**src/rtl/sirv_qspi_tl_flash_rdbridge.sv**
```systemverilog
// Byte-wide TileLink slave that turns a Get into one flash-link read command
// and streams the returned bytes back as 8-bit AccessAckData beats. Anything
// else is answered with error beats so the upstream beat counter completes.
module sirv_qspi_tl_flash_rdbridge #(
    parameter int MAX_SIZE = 2,
    parameter int ADDR_W   = 30
) (
    input  logic              clock,
    input  logic              reset,
    output logic              io_in_a_ready,
    input  logic              io_in_a_valid,
    input  logic [2:0]        io_in_a_bits_opcode,
    input  logic [2:0]        io_in_a_bits_size,
    input  logic [1:0]        io_in_a_bits_source,
    input  logic [ADDR_W-1:0] io_in_a_bits_address,
    input  logic              io_in_a_bits_mask,
    input  logic              io_in_d_ready,
    output logic              io_in_d_valid,
    output logic [2:0]        io_in_d_bits_opcode,
    output logic [2:0]        io_in_d_bits_size,
    output logic [1:0]        io_in_d_bits_source,
    output logic              io_in_d_bits_addr_lo,
    output logic [7:0]        io_in_d_bits_data,
    output logic              io_in_d_bits_error,
    output logic              io_link_cmd_valid,
    input  logic              io_link_cmd_ready,
    output logic [ADDR_W-1:0] io_link_cmd_addr,
    output logic [2:0]        io_link_cmd_len,
    input  logic              io_link_rx_valid,
    output logic              io_link_rx_ready,
    input  logic [7:0]        io_link_rx_data
);

    typedef enum logic [1:0] {IDLE, CMD, DATA, ERR} state_t;

    state_t            state, state_nxt;
    logic [2:0]        op_q;
    logic [2:0]        size_q;
    logic [1:0]        src_q;
    logic [ADDR_W-1:0] addr_q;
    logic [2:0]        beat;
    logic              a_fire, d_fire, cmd_fire;
    logic              req_ok, size_ok;
    logic [2:0]        last_beat;
    logic              unused_mask;

    // Byte lanes are implied by the byte-wide bus, so the mask carries nothing.
    assign unused_mask = io_in_a_bits_mask;

    assign a_fire   = io_in_a_valid && io_in_a_ready;
    assign d_fire   = io_in_d_valid && io_in_d_ready;
    assign cmd_fire = io_link_cmd_valid && io_link_cmd_ready;
    assign req_ok   = (io_in_a_bits_opcode == 3'd4) && (io_in_a_bits_size <= 3'(MAX_SIZE));

    // Oversized requests collapse to a single error beat.
    assign size_ok   = size_q <= 3'(MAX_SIZE);
    assign last_beat = size_ok ? (3'd1 << size_q) - 3'd1 : 3'd0;

    assign io_in_d_bits_size    = size_q;
    assign io_in_d_bits_source  = src_q;
    assign io_in_d_bits_addr_lo = addr_q[0];
    assign io_link_cmd_addr     = addr_q;
    assign io_link_cmd_len      = last_beat;

    // State register.
    always_ff @(posedge clock or posedge reset) begin
        if (reset) state <= IDLE;
        else       state <= state_nxt;
    end

    // Next-state decode; the last beat always lands in IDLE, giving one bubble before the next A.
    always_comb begin
        state_nxt = state;
        case (state)
            IDLE:     if (a_fire) state_nxt = req_ok ? CMD : ERR;
            CMD:      if (cmd_fire) state_nxt = DATA;
            DATA,
            ERR:      if (d_fire && beat == last_beat) state_nxt = IDLE;
            default:  state_nxt = IDLE;
        endcase
    end

    // Output decode; DATA is a zero-latency pass-through between flash and D.
    always_comb begin
        io_in_a_ready       = 1'b0;
        io_in_d_valid       = 1'b0;
        io_in_d_bits_opcode = 3'd0;
        io_in_d_bits_data   = 8'h00;
        io_in_d_bits_error  = 1'b0;
        io_link_cmd_valid   = 1'b0;
        io_link_rx_ready    = 1'b0;
        case (state)
            IDLE: io_in_a_ready = 1'b1;
            CMD:  io_link_cmd_valid = 1'b1;
            DATA: begin
                io_link_rx_ready    = io_in_d_ready;
                io_in_d_valid       = io_link_rx_valid;
                io_in_d_bits_data   = io_link_rx_data;
                io_in_d_bits_opcode = 3'd1;
            end
            ERR: begin
                io_in_d_valid       = 1'b1;
                io_in_d_bits_error  = 1'b1;
                io_in_d_bits_opcode = (op_q == 3'd4) ? 3'd1 : 3'd0;
            end
            default: ;
        endcase
    end

    // Request capture and beat counting; the counter clears on the final beat.
    always_ff @(posedge clock or posedge reset) begin
        if (reset) begin
            op_q   <= '0;
            size_q <= '0;
            src_q  <= '0;
            addr_q <= '0;
            beat   <= '0;
        end else begin
            if (state == IDLE && a_fire) begin
                op_q   <= io_in_a_bits_opcode;
                size_q <= io_in_a_bits_size;
                src_q  <= io_in_a_bits_source;
                addr_q <= io_in_a_bits_address;
            end
            if (state == CMD && cmd_fire)
                beat <= '0;
            else if ((state == DATA || state == ERR) && d_fire)
                beat <= (beat == last_beat) ? 3'd0 : beat + 3'd1;
        end
    end

endmodule
```
**config.mk**
```make
export PLATFORM = sky130hd
export DESIGN_NAME = sirv_qspi_tl_flash_rdbridge
export DESIGN_NICKNAME = d
export VERILOG_FILES = /design/src/rtl/sirv_qspi_tl_flash_rdbridge.sv
export SDC_FILE = /design/constraint.sdc
export NUM_CORES = 1
export LEC_CHECK = 0
export ABC_AREA = 0
export CAP_MARGIN = 0
export CORE_ASPECT_RATIO = 2
export CORE_MARGIN = 2
export CORE_UTILIZATION = 25
export CTS_CLUSTER_DIAMETER = 150
export DETAILED_ROUTE_END_ITERATION = 16
export DONT_BUFFER_PORTS = 1
export GPL_TIMING_DRIVEN = 0
export PLACE_DENSITY = 0.43
export RECOVER_POWER = 100
export REMOVE_ABC_BUFFERS = 1
export SKIP_CTS_REPAIR_TIMING = 1
export SLEW_MARGIN = 25
export SYNTH_ARGS = -nofsm -noshare
export SYNTH_HDL_FRONTEND = slang
export SYNTH_SLANG_ARGS = --single-unit
```
**constraint.sdc**
```tcl
create_clock -name clock -period 1.5 [get_ports clock]
set_clock_uncertainty 0.1 [all_clocks]
set_input_delay 0.3 -clock clock [delete_from_list [all_inputs] [get_ports clock]]
set_output_delay 0.3 -clock clock [all_outputs]
set_load 0.02 [all_outputs]
```
Word-level counts from Yosys, hierarchy flattened
Cells that the tools add are included.

Add/sub/neg operators: 2. Multipliers: 0. Div/mod/pow operators: 0. Magnitude comparators: 2. Eq/ne operators: 9. Shifts and indexed selects: 1. Mux-type cells: 17. Bitwise operators: 0. Reduce and logical (&&, ||, !) cells: 13.

Operators with widths (number): $mux W3 (4); $logic_and A1 B1 Y1 (8); $mux W2 (4); $mux W8 (1); $eq A3 B3 Y1 const B (2); $le A3 B2 Y1 const B (2); $ne A2 B2 Y1 const B (3); $pmux W2 S3 (1); $mux W1 (5); $eq A2 B2 Y1 const B (2); $pmux W1 S2 (2); $add A3 B1 Y3 const B (1); $eq A3 B3 Y1 (1); $reduce_and A3 Y1 (1); $shl A1 B3 Y3 const A (1); $sub A3 B1 Y3 const B (1); $eq A2 B1 Y1 const B (1); $logic_not A2 Y1 (1); $reduce_bool A2 Y1 (1); $reduce_or A2 Y1 (1); $logic_or A1 B1 Y1 (1).

Register bits after elaboration: 43. Bits in latches: 0. Bits in writable memories: 0. Memory bits (read-only): 0. Bits of input ports: 53. Output and inout bits: 55. Logic and storage cells: 50. Memories kept: 0.

Logic depth before layout (Yosys ltp)
Word-level depth: 7. Mapped depth: 6. Gate-level depth less buffers: 4.

Worst setup path before layout
Ideal clock, no wire load.

Path kind: register to register. Start point: register state[1]. End point: register size_q[0] (netlist: io_in_d_bits_size[0]). Data arrival time: 1.485 ns. Required time: 1.275 ns. Path slack: -0.210 ns. Cell stages (with the launch flop): 7. Buffers on the path: 3. Clock period less this slack: 1.710 ns. Cells stage by stage: dfrtp_1 > buf_6 > nor2_2 > and2_4 > buf_6 > buf_12 > mux2_4.

Cells in the longest elaborated chain, start to end: 4.

Ends and longest elaborated chain: from (decl) (RTL line 36) `state_t state, state_nxt;`; from (signal assigned) (RTL line 68) `else state <= state_nxt;`; $logic_not A2 Y1 (RTL line 92) `case (state)`; $mux W1 (RTL line 92); named net io_in_a_ready (RTL line 10) `output logic io_in_a_ready,`; $logic_and A1 B1 Y1 (RTL line 50) `assign a_fire = io_in_a_valid && io_in_a_ready;`; $logic_and A1 B1 Y1 (RTL line 119) `if (state == IDLE && a_fire) begin`; to (signal assigned) (RTL line 121) `size_q <= io_in_a_bits_size;`; to (decl) (RTL line 38) `logic [2:0] size_q;`.

The timed path passes the listed nets, and every way through them passes these cells. A chain may end at the register's enable or synchronous reset.

Worst setup path after layout
Start point: register state[0]. End point: register addr_q[24] (netlist: io_link_cmd_addr[24]).

Cells in the longest elaborated chain, start to end: 4.

Ends and longest elaborated chain: $logic_not A2 Y1 (RTL line 92); $mux W1 (RTL line 92); named net io_in_a_ready (RTL line 10); $logic_and A1 B1 Y1 (RTL line 50); $logic_and A1 B1 Y1 (RTL line 119); to (signal assigned) (RTL line 123) `addr_q <= io_in_a_bits_address;`; to (decl) (RTL line 40) `logic [ADDR_W-1:0] addr_q;`.

The timed path passes the listed nets, and every way through them passes these cells.

==> results.md <==
* Antenna Cells at 0
* Hpwl dp at 3380 um
* Final net count at 209
* Detailed-route via count at 1213
* Place WS at -0.543 ns
* Synth cell types at 32
* I/O Buffers at 0
* Total number of yosys warnings at 0
* Setup crit end kind: flop
* Critical-path maximum fanout at 10
* Final setup viols at 53
* H-tree levels at 2
* Mapped Cells at 144
* Run status: finished with violations
* Critical path type: reg2reg
* Clk slew on worst S/H paths at 0.06 ns
* Global Route Usage Sum at 9.81%
* Avg Synthesized Cell Area at 14.0 sq um
* Max-cap violations at 0
* Pre-antenna DRT Iters at 4
* Clock Tree Buf Depth at 2
* Vias in the first global route at 1267
* Failing checks: setup timing
* Die Wd at 67.4 um
* Slew HR at 52.0%
* Vias/cell at 4.83
* Area Overhead vs Synth at 22.8%
* Core Area at 0.00789 sq mm
* Sequential area share after synthesis at 53.5%
* PwrDens at 2540 mW/mm^2
* First-pass GRT wire length at 6290 um
* GRT Residual Overflow at 0
* Die height at 131 um
* HP Class: in2reg
* # IOs at 108
* FF+latch count, synth at 43
* Peak supply drop at 0.736 mV
* Design Area, Final at 0.00247 sq mm
* FP Rows at 46
* Worst-margin pin slew at 0.720 ns
* Wire per inst at 20.5 um
* Initial antenna violation count at 0
* Wirelength, routed at 5140 um
* Area after DPL at 0.00206 sq mm
* DR DRC count at 0
* CTS Sinks at 43
* Area of the mapped netlist at 0.00201 sq mm
* Most frequent cells in the layout: 38 x dfrtp_1, 30 x mux2_4, 10 x and2_4, 8 x mux2_2
* Fin. max-slew vios at 0
* WP data arrival at 1.73 ns
* Most common cell after layout, fill and taps aside: dfrtp_1
* P_leak at 0.00108 uW
* Min Tclk post-route at 1.66 ns
* Hold Vio Cnt, Final at 0
* Die area at 0.00882 sq mm
* Crit share post-route at 111%
* CTS tree: yes
* CP startpoint kind: flop
* Largest net degree at the start of global routing at 39
* CTS root buffer: clkbuf_16
* Layout cells sized above 1 at 54.2%
* WP data required at 1.57 ns
* Area of the multi-input gates at 0.00101 sq mm
* Initial Util at 25.5%
* Gpl congestion at 0.609
* Final WS setup at -0.164 ns
* Worst skew pair latency at 0.28 ns
* Fillers at 774
* Starting DRC count in detailed routing at 39
* Antenna viol nets, final at 0
* Reg area at 0.00108 sq mm
* Unrepaired setup endpoints after global routing: yes
* CTS Buf Count at 5
* Fmax at 601 MHz
power breakdown:
group	internal, uW	switching, uW	leakage (uW)	total (uW)
Combinational	1260	876	0.000497	2140
Sequential	1740	1220	0.000510	2960
Clock	776	419	0.0000769	1200
Total	3780	2510	0.00108	6290
routing by layer:
layer / vias up / global-route usage [%] / share of wire (%)
met3: 8 / 3.42 / 7.2
met1: 619 / 9.40 / 32
met5: - / 0 / 0
li1: 521 / - / -
met2: 65 / 17.3 / 58
met4: 0 / 6.12 / 2.7
sequential cells by signal, summed over array words and instances, names as in the netlist:
name                 count
op_q                     3
io_in_d_bits_size        3
io_in_d_bits_source      2
beat                     3
state                    2
io_link_cmd_addr        30
cell families (layout without fill, tap and decap cells):
| logic type | Yosys count | after routing | synth area share, % |
|---|---|---|---|
| AOI/OAI and AO/OA | 17 | 17 | 5.41 |
| xor gates and xnor gates | 1 | 1 | 0.435 |
| adders and majority gates | 1 | 1 | 0.622 |
| buffers and inverters | 12 | 17 | 5.60 |
| DFF | 43 | 43 | 53.5 |
| muxes | 38 | 38 | 25.0 |
| other | 1 | 3 | 0.186 |
| and+or+nand+nor | 31 | 35 | 9.27 |
Yosys cell counts (all sizes together):
| master | count | area share (%) |
|---|---|---|
| or4b | 1 | 0.50 |
| o211a | 1 | 0.50 |
| nor2b | 2 | 0.62 |
| o22a | 1 | 0.44 |
| a21boi | 1 | 0.37 |
| nor3 | 1 | 0.25 |
| o21a | 1 | 0.37 |
| nand2b | 3 | 0.93 |
| nor3b | 3 | 1.1 |
| buf | 10 | 5.2 |
| xnor2 | 1 | 0.44 |
| o21ai | 7 | 1.7 |
| nor2 | 4 | 0.87 |
| ha | 1 | 0.62 |
| and3b | 1 | 0.44 |
| conb | 1 | 0.19 |
| dfrtp | 43 | 53 |
| a21oi | 3 | 0.75 |
| mux2 | 38 | 25 |
| nand3 | 1 | 0.25 |
| inv | 2 | 0.37 |
| a32o | 1 | 0.50 |
| and2 | 11 | 3.5 |
| o211ai | 1 | 0.37 |
| a21o | 1 | 0.37 |
| nand2 | 4 | 0.75 |
metrics by stage:
stage	TNS [ns]	std cells	util [%]	total power (uW)	hold WS [ns]
floorplan	-11.33	136	-	4110	0.348
global placement	-30.62	232	25.8	4400	0.348
detailed placement	-20.24	233	26.2	4490	0.112
CTS	-24.63	240	28.2	5710	-0.195
global route	-9.08	251	31.3	6610	0.0468
finish	-5.85	251	31.3	6290	0.0608
critical path, stage by stage, from the launching register on:
cell and delay, ns:
dfrtp_2 0.47, nor2_4 0.29, and2_4 0.23, buf_12 0.15
mux2_4 0.30
path summary, 6_finish.rpt:
| kind | start | endpoint | slack [ns] | cells past startpoint |
|---|---|---|---|---|
| max reg2reg | state[0]$_DFFE_PP0P_ | io_link_cmd_addr[24]$_DFFE_PP0P_ | -0.16 | 4 |
| min | io_in_a_bits_source[0] | io_in_d_bits_source[0]$_DFFE_PP0P_ | 0.06 | 1 |
| max | state[0]$_DFFE_PP0P_ | io_link_cmd_addr[24]$_DFFE_PP0P_ | -0.16 | 4 |
| max in group asynchronous | reset | io_in_d_bits_size[0]$_DFFE_PP0P_ | 0.11 | 3 |
| min reg2reg | op_q[0]$_DFFE_PP0P_ | op_q[0]$_DFFE_PP0P_ | 0.42 | 1 |
| min in group asynchronous | reset | io_link_cmd_addr[14]$_DFFE_PP0P_ | 0.49 | 2 |
cell type report:
class / count / area share [%]
Sequential cell: 43 / 43.8
Clock inverter: 1 / 1.22
Tap cell: 96 / 4.86
Multi-Input combinational cell: 95 / 41.0
Timing Repair Buffer: 8 / 3.59
Inverter: 2 / 0.304
Clock buffer: 6 / 5.22
Power figures use the tool's default switching activity.
